[config.mk]
export PLATFORM = sky130hd
export DESIGN_NAME = tile_map_scheduler_flat
export DESIGN_NICKNAME = d
export VERILOG_FILES = /design/src/rtl/tile_pkg.sv /design/src/rtl/tile_map_scheduler_if.sv /design/src/rtl/tile_grid_cursor.sv /design/src/rtl/tile_map_scheduler.sv /design/src/flat_wrapper.sv
export SDC_FILE = /design/constraint.sdc
export NUM_CORES = 1
export LEC_CHECK = 0
export CORE_MARGIN = 2
export CORE_UTILIZATION = 53
export CTS_BUF_LIST = sky130_fd_sc_hd__clkbuf_16
export DETAILED_ROUTE_END_ITERATION = 6
export PLACE_DENSITY = 0.83
export SLEW_MARGIN = 20
export SYNTH_ARGS = -nofsm -noshare
export SYNTH_HDL_FRONTEND = slang
export SYNTH_SLANG_ARGS = --single-unit
[constraint.sdc]
create_clock -name clk -period 4.1 [get_ports clk]
set_input_delay 0.41 -clock clk [delete_from_list [all_inputs] [get_ports clk]]
set_output_delay 0.41 -clock clk [all_outputs]
set_load 0.005 [all_outputs]
[src/rtl/tile_pkg.sv]
// Shared constants, state encoding and width helper for the tile map scheduler slice.
package tile_pkg;

    localparam int unsigned TILE_SIZE_LOG2 = 5;
    localparam int unsigned TILE_ID_W      = 19;
    localparam int unsigned COORD_W        = 10;

    localparam logic [TILE_ID_W-1:0] EMPTY_TILE = 19'h7FFFF;

    typedef enum logic [2:0] {
        ST_IDLE,
        ST_FETCH,
        ST_WAIT,
        ST_LOAD,
        ST_RENDER,
        ST_DONE
    } tile_state_t;

    // Width of an index covering 0..n-1; never below one bit.
    function automatic int unsigned index_width(input int unsigned n);
        return (n > 1) ? $clog2(n) : 1;
    endfunction

endpackage

[src/rtl/tile_map_scheduler_if.sv]
// Control, map RAM and renderer signals of the tile map scheduler.
interface tile_map_scheduler_if #(
    parameter int unsigned MAP_AW = 9
);
    import tile_pkg::*;

    logic                      start;
    logic                      busy;
    logic                      done;
    logic [MAP_AW-1:0]         map_addr;
    logic [TILE_ID_W-1:0]      map_data;
    logic [TILE_ID_W-1:0]      tile_id;
    logic [COORD_W-1:0]        top;
    logic [COORD_W-1:0]        left;
    logic                      render_rstn;

    modport master (
        input  start,
        input  map_data,
        output busy,
        output done,
        output map_addr,
        output tile_id,
        output top,
        output left,
        output render_rstn
    );

    modport slave (
        output start,
        output map_data,
        input  busy,
        input  done,
        input  map_addr,
        input  tile_id,
        input  top,
        input  left,
        input  render_rstn
    );

endinterface

[src/rtl/tile_grid_cursor.sv]
// Raster-order position over the tile map: column, row and linear index.
module tile_grid_cursor
    import tile_pkg::*;
#(
    parameter int unsigned COLS = 20,
    parameter int unsigned ROWS = 15
) (
    input  logic                                clk,
    input  logic                                rst,
    input  logic                                clear,
    input  logic                                advance,
    output logic [index_width(COLS)-1:0]        col,
    output logic [index_width(ROWS)-1:0]        row,
    output logic [index_width(ROWS*COLS)-1:0]   lin,
    output logic                                last
);

    localparam int unsigned COL_W = index_width(COLS);
    localparam int unsigned ROW_W = index_width(ROWS);
    localparam int unsigned LIN_W = index_width(ROWS * COLS);

    always_ff @(posedge clk or posedge rst) begin
        if (rst) begin
            col <= '0;
            row <= '0;
            lin <= '0;
        end else if (clear) begin
            col <= '0;
            row <= '0;
            lin <= '0;
        end else if (advance) begin
            lin <= lin + LIN_W'(1);
            if (col == COL_W'(COLS - 1)) begin
                col <= '0;
                row <= row + ROW_W'(1);
            end else begin
                col <= col + COL_W'(1);
            end
        end
    end

    assign last = (lin == LIN_W'(ROWS * COLS - 1));

endmodule

[src/rtl/tile_map_scheduler.sv]
// Walks the tile map in raster order and gives the renderer a fixed run window per non-empty tile.
module tile_map_scheduler
    import tile_pkg::*;
#(
    parameter int unsigned COLS        = 20,
    parameter int unsigned ROWS        = 15,
    parameter int unsigned TILE_CYCLES = 4096,
    parameter int unsigned MAP_AW      = 9
) (
    input  logic                 clk,
    input  logic                 rst,
    tile_map_scheduler_if.master bus
);

    localparam int unsigned COL_W = index_width(COLS);
    localparam int unsigned ROW_W = index_width(ROWS);
    localparam int unsigned LIN_W = index_width(ROWS * COLS);
    localparam int unsigned CNT_W = index_width(TILE_CYCLES);

    tile_state_t state, state_next;

    logic [CNT_W-1:0]     cnt;
    logic [COL_W-1:0]     col;
    logic [ROW_W-1:0]     row;
    logic [LIN_W-1:0]     lin;
    logic                 last;
    logic                 clear;
    logic                 advance;
    logic                 step;
    logic                 is_empty;

    logic [TILE_ID_W-1:0] tile_id_q;
    logic [COORD_W-1:0]   top_q;
    logic [COORD_W-1:0]   left_q;

    tile_grid_cursor #(
        .COLS (COLS),
        .ROWS (ROWS)
    ) u_cursor (
        .clk     (clk),
        .rst     (rst),
        .clear   (clear),
        .advance (advance),
        .col     (col),
        .row     (row),
        .lin     (lin),
        .last    (last)
    );

    assign is_empty = (bus.map_data == EMPTY_TILE);

    always_ff @(posedge clk or posedge rst) begin
        if (rst) begin
            state <= ST_IDLE;
        end else begin
            state <= state_next;
        end
    end

    // step marks the end of a tile (skip from LOAD or last RENDER cycle); the advance decision folds into it.
    always_comb begin
        state_next = state;
        step       = 1'b0;
        case (state)
            ST_IDLE: begin
                if (bus.start) begin
                    state_next = ST_FETCH;
                end
            end
            ST_FETCH:  state_next = ST_WAIT;
            ST_WAIT:   state_next = ST_LOAD;
            ST_LOAD: begin
                if (is_empty) begin
                    step = 1'b1;
                end else begin
                    state_next = ST_RENDER;
                end
            end
            ST_RENDER: begin
                if (cnt == '0) begin
                    step = 1'b1;
                end
            end
            ST_DONE:   state_next = ST_IDLE;
            default:   state_next = ST_IDLE;
        endcase
        if (step) begin
            state_next = last ? ST_DONE : ST_FETCH;
        end
    end

    assign clear   = (state == ST_IDLE);
    assign advance = step && !last;

    always_ff @(posedge clk or posedge rst) begin
        if (rst) begin
            cnt <= '0;
        end else if (state == ST_LOAD) begin
            cnt <= CNT_W'(TILE_CYCLES - 1);
        end else if (state == ST_RENDER) begin
            cnt <= cnt - CNT_W'(1);
        end
    end

    always_ff @(posedge clk or posedge rst) begin
        if (rst) begin
            tile_id_q <= '0;
            top_q     <= '0;
            left_q    <= '0;
        end else if (state == ST_LOAD) begin
            tile_id_q <= bus.map_data;
            top_q     <= COORD_W'(row) << TILE_SIZE_LOG2;
            left_q    <= COORD_W'(col) << TILE_SIZE_LOG2;
        end
    end

    // lin only moves on tile boundaries, so it is already the FETCH address and stays put until the next one.
    assign bus.map_addr    = MAP_AW'(lin);
    assign bus.tile_id     = tile_id_q;
    assign bus.top         = top_q;
    assign bus.left        = left_q;
    assign bus.busy        = (state == ST_FETCH) || (state == ST_WAIT) ||
                             (state == ST_LOAD)  || (state == ST_RENDER);
    assign bus.done        = (state == ST_DONE);
    assign bus.render_rstn = (state == ST_RENDER);

endmodule

[src/flat_wrapper.sv]
// flat-port wrapper written by rule: the top's interface ports become plain ports
module tile_map_scheduler_flat import tile_pkg::*;
#(
    parameter int unsigned COLS        = 20,
    parameter int unsigned ROWS        = 15,
    parameter int unsigned TILE_CYCLES = 4096,
    parameter int unsigned MAP_AW      = 9
)
  (clk, rst, bus_start, bus_map_data, bus_busy, bus_done, bus_map_addr, bus_tile_id, bus_top, bus_left, bus_render_rstn);
  tile_map_scheduler_if #(.MAP_AW(MAP_AW)) bus_i ();
  input  logic clk;
  input  logic rst;
  input wire logic [$bits(bus_i.start)-1:0] bus_start;
  input wire logic [$bits(bus_i.map_data)-1:0] bus_map_data;
  output wire logic [$bits(bus_i.busy)-1:0] bus_busy;
  output wire logic [$bits(bus_i.done)-1:0] bus_done;
  output wire logic [$bits(bus_i.map_addr)-1:0] bus_map_addr;
  output wire logic [$bits(bus_i.tile_id)-1:0] bus_tile_id;
  output wire logic [$bits(bus_i.top)-1:0] bus_top;
  output wire logic [$bits(bus_i.left)-1:0] bus_left;
  output wire logic [$bits(bus_i.render_rstn)-1:0] bus_render_rstn;
  assign bus_i.start = bus_start;
  assign bus_i.map_data = bus_map_data;
  assign bus_busy = bus_i.busy;
  assign bus_done = bus_i.done;
  assign bus_map_addr = bus_i.map_addr;
  assign bus_tile_id = bus_i.tile_id;
  assign bus_top = bus_i.top;
  assign bus_left = bus_i.left;
  assign bus_render_rstn = bus_i.render_rstn;
  tile_map_scheduler #(.COLS(COLS), .ROWS(ROWS), .TILE_CYCLES(TILE_CYCLES), .MAP_AW(MAP_AW)) u_core (.clk(clk), .rst(rst), .bus(bus_i));
endmodule
==> results.md, run 1 <==
* Status: completed
* Setup crit end kind: output port
* Initial antenna violation count at 0
* Number of global-route vias before repair at 2,318
* H-tree depth at 3
* First-pass iteration count of the detailed router at 4
* Hold path start: u_core.bus.tile_id[18]
* Post-route ant nets at 0
* Wirelength, routed at 6650 microns
* Mapped Area at 3020 sq um
* WS Path Type: reg2out
* Pwr Density at 569 nW/um^2
* Max VDD drop at 0.000553 V
* Cell Count, Final, Fillers Out at 414
* Final Slew Violations at 0
* Gr usage total at 0.235
* Starting density of the core at 0.548
* CTS resizes at 0
* Detail Placement HPWL at 4450 microns
* #FFs+latches synth at 61
* Yosys top cell area share at 0.506
* Fin crit period at 2440 ps
* Post-CTS setup buffer count at 0
* Via Count at 2,385
* Largest net degree at the start of global routing at 36
* Grt total ovfl at 0
* # diodes at 0
* Routability congestion estimate at 0.866
* Die Y at 79.4 microns
* CP max stage delay at 570 ps
* Clk root buf: clkbuf_16
* Worst-path clk slew at 50 ps
* Clock Latency Late Sink at 330 ps
* Unrepaired setup endpoints after global routing: false
* Worst path slowest cell: or3b_1
* Fin Setup TNS at 0 ps
* Via/cell ratio at 5.76
* DRC at 0
* # rows at 27
* TritonCTS clock tree: built
* Yosys cell types at 44
* Hold crit path type: reg2reg
* Worst clock skew at 4.64 ps
* Fraction of layout cells with a size suffix above 1 at 0.140
* Yosys top cell by area: dfrtp_1
* First-pass GRT wire length at 11,200 microns
* Sequential cell area fraction in the yosys report at 0.506
* Area contributors post-synth: dfrtp_1, mux2_2, buf_4, nand2_1, o21ai_0
* Nature of the critical path startpoint: flop
* CP Launch Point: u_core.state[1]
* Avg Cell Area, Syn at 10.9 sq um
* I/O pin count at 73
* Crit-path cells: or3b_1, inv_6, clkdlybuf4s50_1
* Clk sinks at 61
* Mapped Cells at 277
* Die X at 79.4 microns
* Die footprint at 6310 sq um
* Critical-path maximum fanout at 11
* Clock buffer depth at 2
* F_max at 0.410 GHz
* Placed cells at 398
* R2R Path Start: u_core.state[1]
* Post-CTS Hold Fix Bufs at 0
* Initial DRC count at 168
* Core Area at 5510 sq um
* # port buffers at 61
* Arr. time, crit path at 2030 ps
* Final nets at 364
* CP required at 3690 ps
* Static Leak at 1.67 nW
* Design Area, Final at 3910 sq um
* Drt wl/cell at 16.1 microns
* Hold Vio Cnt, Final at 0
* # Max-Cap Violations at 0
* Final period utilization at 0.594
* Slew @ Worst Pin at 766 ps
* DP Area at 3620 sq um
* Final setup violating endpoints at 0
* Area growth syn-to-layout at 29.5%
* CTS buffer count at 9
* Most frequent cells in the layout: clkdlybuf4s50_1, dfrtp_1, mux2_2
* Yosys Warn Count at 0
* Rel. slew slack at 0.490
final cells by class:
type,count,area (sq um)
Fill cell,399,1600
Sequential cell,61,1530
Multi-Input combinational cell,193,1340
Timing Repair Buffer,64,633
Clock buffer,9,225
Tap cell,72,90.1
Clock inverter,7,56.3
Inverter,8,35.0
power breakdown:
| group | switching, mW | internal (mW) |
|---|---|---|
| Sequential | 0.107 | 0.731 |
| Clock | 0.257 | 0.459 |
| Combinational | 0.279 | 0.390 |
| Total | 0.643 | 1.58 |
critical path, delay by kind of cell, from the launching register on:
| family | cells | cell delay, ps |
|---|---|---|
| buffers and inverters | 2 | 630 |
| and+or+nand+nor | 1 | 570 |
| DFF | 1 | 490 |
sequential cells by signal (all words and copies together), names as in the netlist:
register / flops
u_core.u_cursor.col: 5
u_core.bus.top: 4
u_core.bus.left: 5
u_core.state: 3
u_core.u_cursor.row: 4
u_core.u_cursor.lin: 9
u_core.cnt: 12
u_core.bus.tile_id: 19
cell usage after synthesis:
cell / instances
a21boi_0: 1
a21oi_1: 12
a22oi_2: 1
a31o_2: 1
a32o_1: 1
and2_1: 3
and3_1: 8
and3b_1: 1
and4_1: 2
buf_2: 2
buf_4: 13
buf_6: 1
clkbuf_1: 9
conb_1: 1
dfrtp_1: 61
ha_1: 5
inv_1: 7
inv_6: 1
mux2_2: 27
mux2i_1: 5
nand2_1: 21
nand2b_1: 3
nand3_1: 5
nand3b_1: 2
nand4_1: 6
nand4b_1: 2
nor2_1: 8
nor2b_1: 2
nor3_1: 8
nor3b_1: 1
nor3b_2: 1
nor4_1: 4
o2111ai_1: 4
o211a_1: 1
o211ai_1: 4
o21a_1: 4
o21ai_0: 14
o221ai_1: 1
o31ai_1: 8
or3_1: 4
or3b_1: 1
or4_1: 5
xnor2_1: 5
xor2_1: 1
logic make-up after synthesis:
group,Yosys count,synth area share
adder cells (fa/ha/maj),5,0.0207
AND/OR/NAND/NOR,87,0.161
other,1,0.00124
XOR/XNOR,6,0.0174
AO/OA/AOI/OAI,52,0.114
multiplexers,32,0.117
flip-flops,61,0.506
buffers and inverters,33,0.0622
worst paths after layout:
kind	to	slack [ps]	cells past startpoint
worst max-delay path	bus_render_rstn	1660	3
max in group asynchronous	u_core.cnt[9]	2740	3
worst max register to register	u_core.u_cursor.lin[6]	1710	6
worst min-delay path	u_core.bus.tile_id[18]	480	2
min in group asynchronous	u_core.bus.tile_id[13]	530	2
worst min register to register	u_core.bus.tile_id[18]	480	2
layer usage:
layer  routed length, microns  global-route usage  up-vias
met5                        0                   0        -
li1                         -                   -     1115
met2                     3190               0.361       70
met4                      144               0.110        0
met1                     2940               0.309     1186
met3                      371              0.0633       14
through the flow:
step	util	total power, mW	hold slack [ps]	setup slack, ps
after floorplan	-	1.19	471	2100
after detailed placement	0.658	1.51	475	1650
final	0.709	2.22	480	1660
after global placement	0.658	1.49	460	1740
after CTS	0.709	2.23	488	1670
after global routing	0.709	2.33	506	1510
(Power assumes the default switching activity.)
==> run 2: changes to the inputs <==
- CORE_UTILIZATION: 53 -> 50
- PLACE_DENSITY: 0.83 -> 0.79
- clock period: 4.1 -> 2.5 ns (I/O delays scaled with it)
==> run 2 against run 1 <==
  * Count of clock-buffer cells in the layout did not move
  * Critical path type is now reg2reg
  * Largest power group unchanged
  * Setup slack worse by 1400 ps
  * First-iteration DRC count is 15% higher
  * Clock power rose by 77%
  * Critical endpoint is now u_core.cnt[11]
  * Critical path depth rose by 2
  * Wire length about the same
  * Via count rose by 1.4%
  * Clock skew up 3.3 ps
  * Sequential power up 56%
  * Highest routed layer unchanged
==> results.md, run 2 (synthesis gave the netlist of run 1 again) <==
* Final period utilization at 0.891
* Post-CTS Hold Fix Bufs at 0
* Die footprint at 6670 sq um
* First-pass iteration count of the detailed router at 4
* Hold crit path type: in2async
* Pwr Density at 947 nW/um^2
* Worst path slowest cell: or3b_1
* Drt wl/cell at 15.8 microns
* CTS resizes at 0
* Max VDD drop at 0.000645 V
* Clk sinks at 61
* Fin crit period at 2230 ps
* Register area at 1530 sq um
* Grt total ovfl at 0
* Static Leak at 1.71 nW
* Via/cell ratio at 5.73
* Multi-input gate area at 1340 sq um
* CTS buffer count at 9
* Starting density of the core at 0.513
* Worst-path clk slew at 50 ps
* R2r setup slk at 270 ps
* Initial DRC count at 193
* Critical-path maximum fanout at 7
* Clock Latency Late Sink at 320 ps
* Fraction of layout cells with a size suffix above 1 at 0.159
* TritonCTS clock tree: built
* Nature of the critical path startpoint: flop
* Setup crit end kind: flop
* Worst clock skew at 7.95 ps
* Gr usage total at 0.215
* Most frequent cells in the layout: clkdlybuf4s50_1, dfrtp_1, mux2_2
* Core Area at 5890 sq um
* Detail Placement HPWL at 4460 microns
* F_max at 0.449 GHz
* Initial antenna violation count at 0
* Number of global-route vias before repair at 2,374
* Arr. time, crit path at 2400 ps
* Crit-path cells: or3b_1, nor4_1, nor3b_2, and3_1, o21ai_0
* I/O pin count at 73
* Clock buffer depth at 2
* Final setup violating endpoints at 0
* Rel. slew slack at 0.560
* R2R Path Start: u_core.state[1]
* DRC at 0
* Area growth syn-to-layout at 32.3%
* Clk root buf: clkbuf_16
* Worst R2R End: u_core.cnt[11]
* Largest register FFs at 19
* Hold Vio Cnt, Final at 0
* Die X at 81.7 microns
* # Max-Cap Violations at 0
* Slew @ Worst Pin at 660 ps
* Post-route ant nets at 0
* # rows at 28
* # port buffers at 61
* # diodes at 0
* FF-to-FF path depth at 5
* First-pass GRT wire length at 11,000 microns
* Final Slew Violations at 0
* Via Count at 2,418
* CP required at 2670 ps
* Final nets at 370
* Unrepaired setup endpoints after global routing: false
* CP max stage delay at 540 ps
* Die Y at 81.7 microns
* Stages on the worst setup path at 5
* CP Buf/Inv Count at 0
* Post-CTS setup buffer count at 0
* Largest net degree at the start of global routing at 37
* Fin Setup TNS at 0 ps
* Wirelength, routed at 6650 microns
* Status: completed
* WHS at 303 ps
* H-tree depth at 3
* Routability congestion estimate at 0.799
* Fillers at 456
* WS Path Type: reg2reg
* Top cell family by delay on the critical path: simple AND/OR/NAND/NOR gates
-- run 2: changes by cell type in the layout (fill, tap and decap cells not counted), sizes merged --
cell / delta
buf: +6
clkinv: -2
bufinv: +1
-- run 2: worst reg2reg max path, cell delays in order (launching register included) --
cell and delay, ps:
dfrtp_1 370, or3b_1 540, nor4_1 360, nor3b_2 510
and3_1 230, o21ai_0 80
-- run 2: power by group --
part / switching (mW) / internal, mW
clock: 0.414 / 0.856
combinational: 0.521 / 0.679
sequential: 0.109 / 1.20
total: 1.04 / 2.73
-- run 2: through the flow --
step	worst slack [ps]	util	std cells	total power, mW	instance area [sq um]
6_report	271	0.678	422	3.78	3990
2_1_floorplan	504	-	287	1.96	3050
5_1_grt	116	0.678	422	3.97	3990
3_5_place_dp	284	0.626	407	2.52	3690
4_1_cts	308	0.678	422	3.81	3990
3_3_place_gp	325	0.626	407	2.48	3690
-- run 2: area by class of cell --
cell class | instances | share of cell area
sequential | 61 | 0.383
multi-input combinational | 193 | 0.336
timing repair buffer | 70 | 0.173
clock buffer | 9 | 0.0564
tap | 75 | 0.0235
clock inverter | 6 | 0.0198
inverter | 8 | 0.00878
-- run 2: worst max path at each step --
| stage | from | to | slack, ps |
|---|---|---|---|
| 2_1_floorplan | u_core.cnt[5] | u_core.u_cursor.col[4] | 500 |
| 3_3_place_gp | bus_map_data[2] | u_core.u_cursor.lin[8] | 320 |
| 3_5_place_dp | bus_map_data[12] | u_core.u_cursor.lin[4] | 280 |
| 4_1_cts | u_core.cnt[5] | u_core.u_cursor.col[4] | 310 |
| 5_1_grt | u_core.state[1] | u_core.cnt[11] | 120 |
| 6_report | u_core.state[1] | u_core.cnt[11] | 270 |
-- run 2: per-layer routing --
layer	part of all wire	wire length (microns)	track usage
met2	0.49	3260	0.353
met1	0.43	2870	0.281
met4	0.013	85	0.0767
met5	0	0	0
met3	0.066	436	0.0473
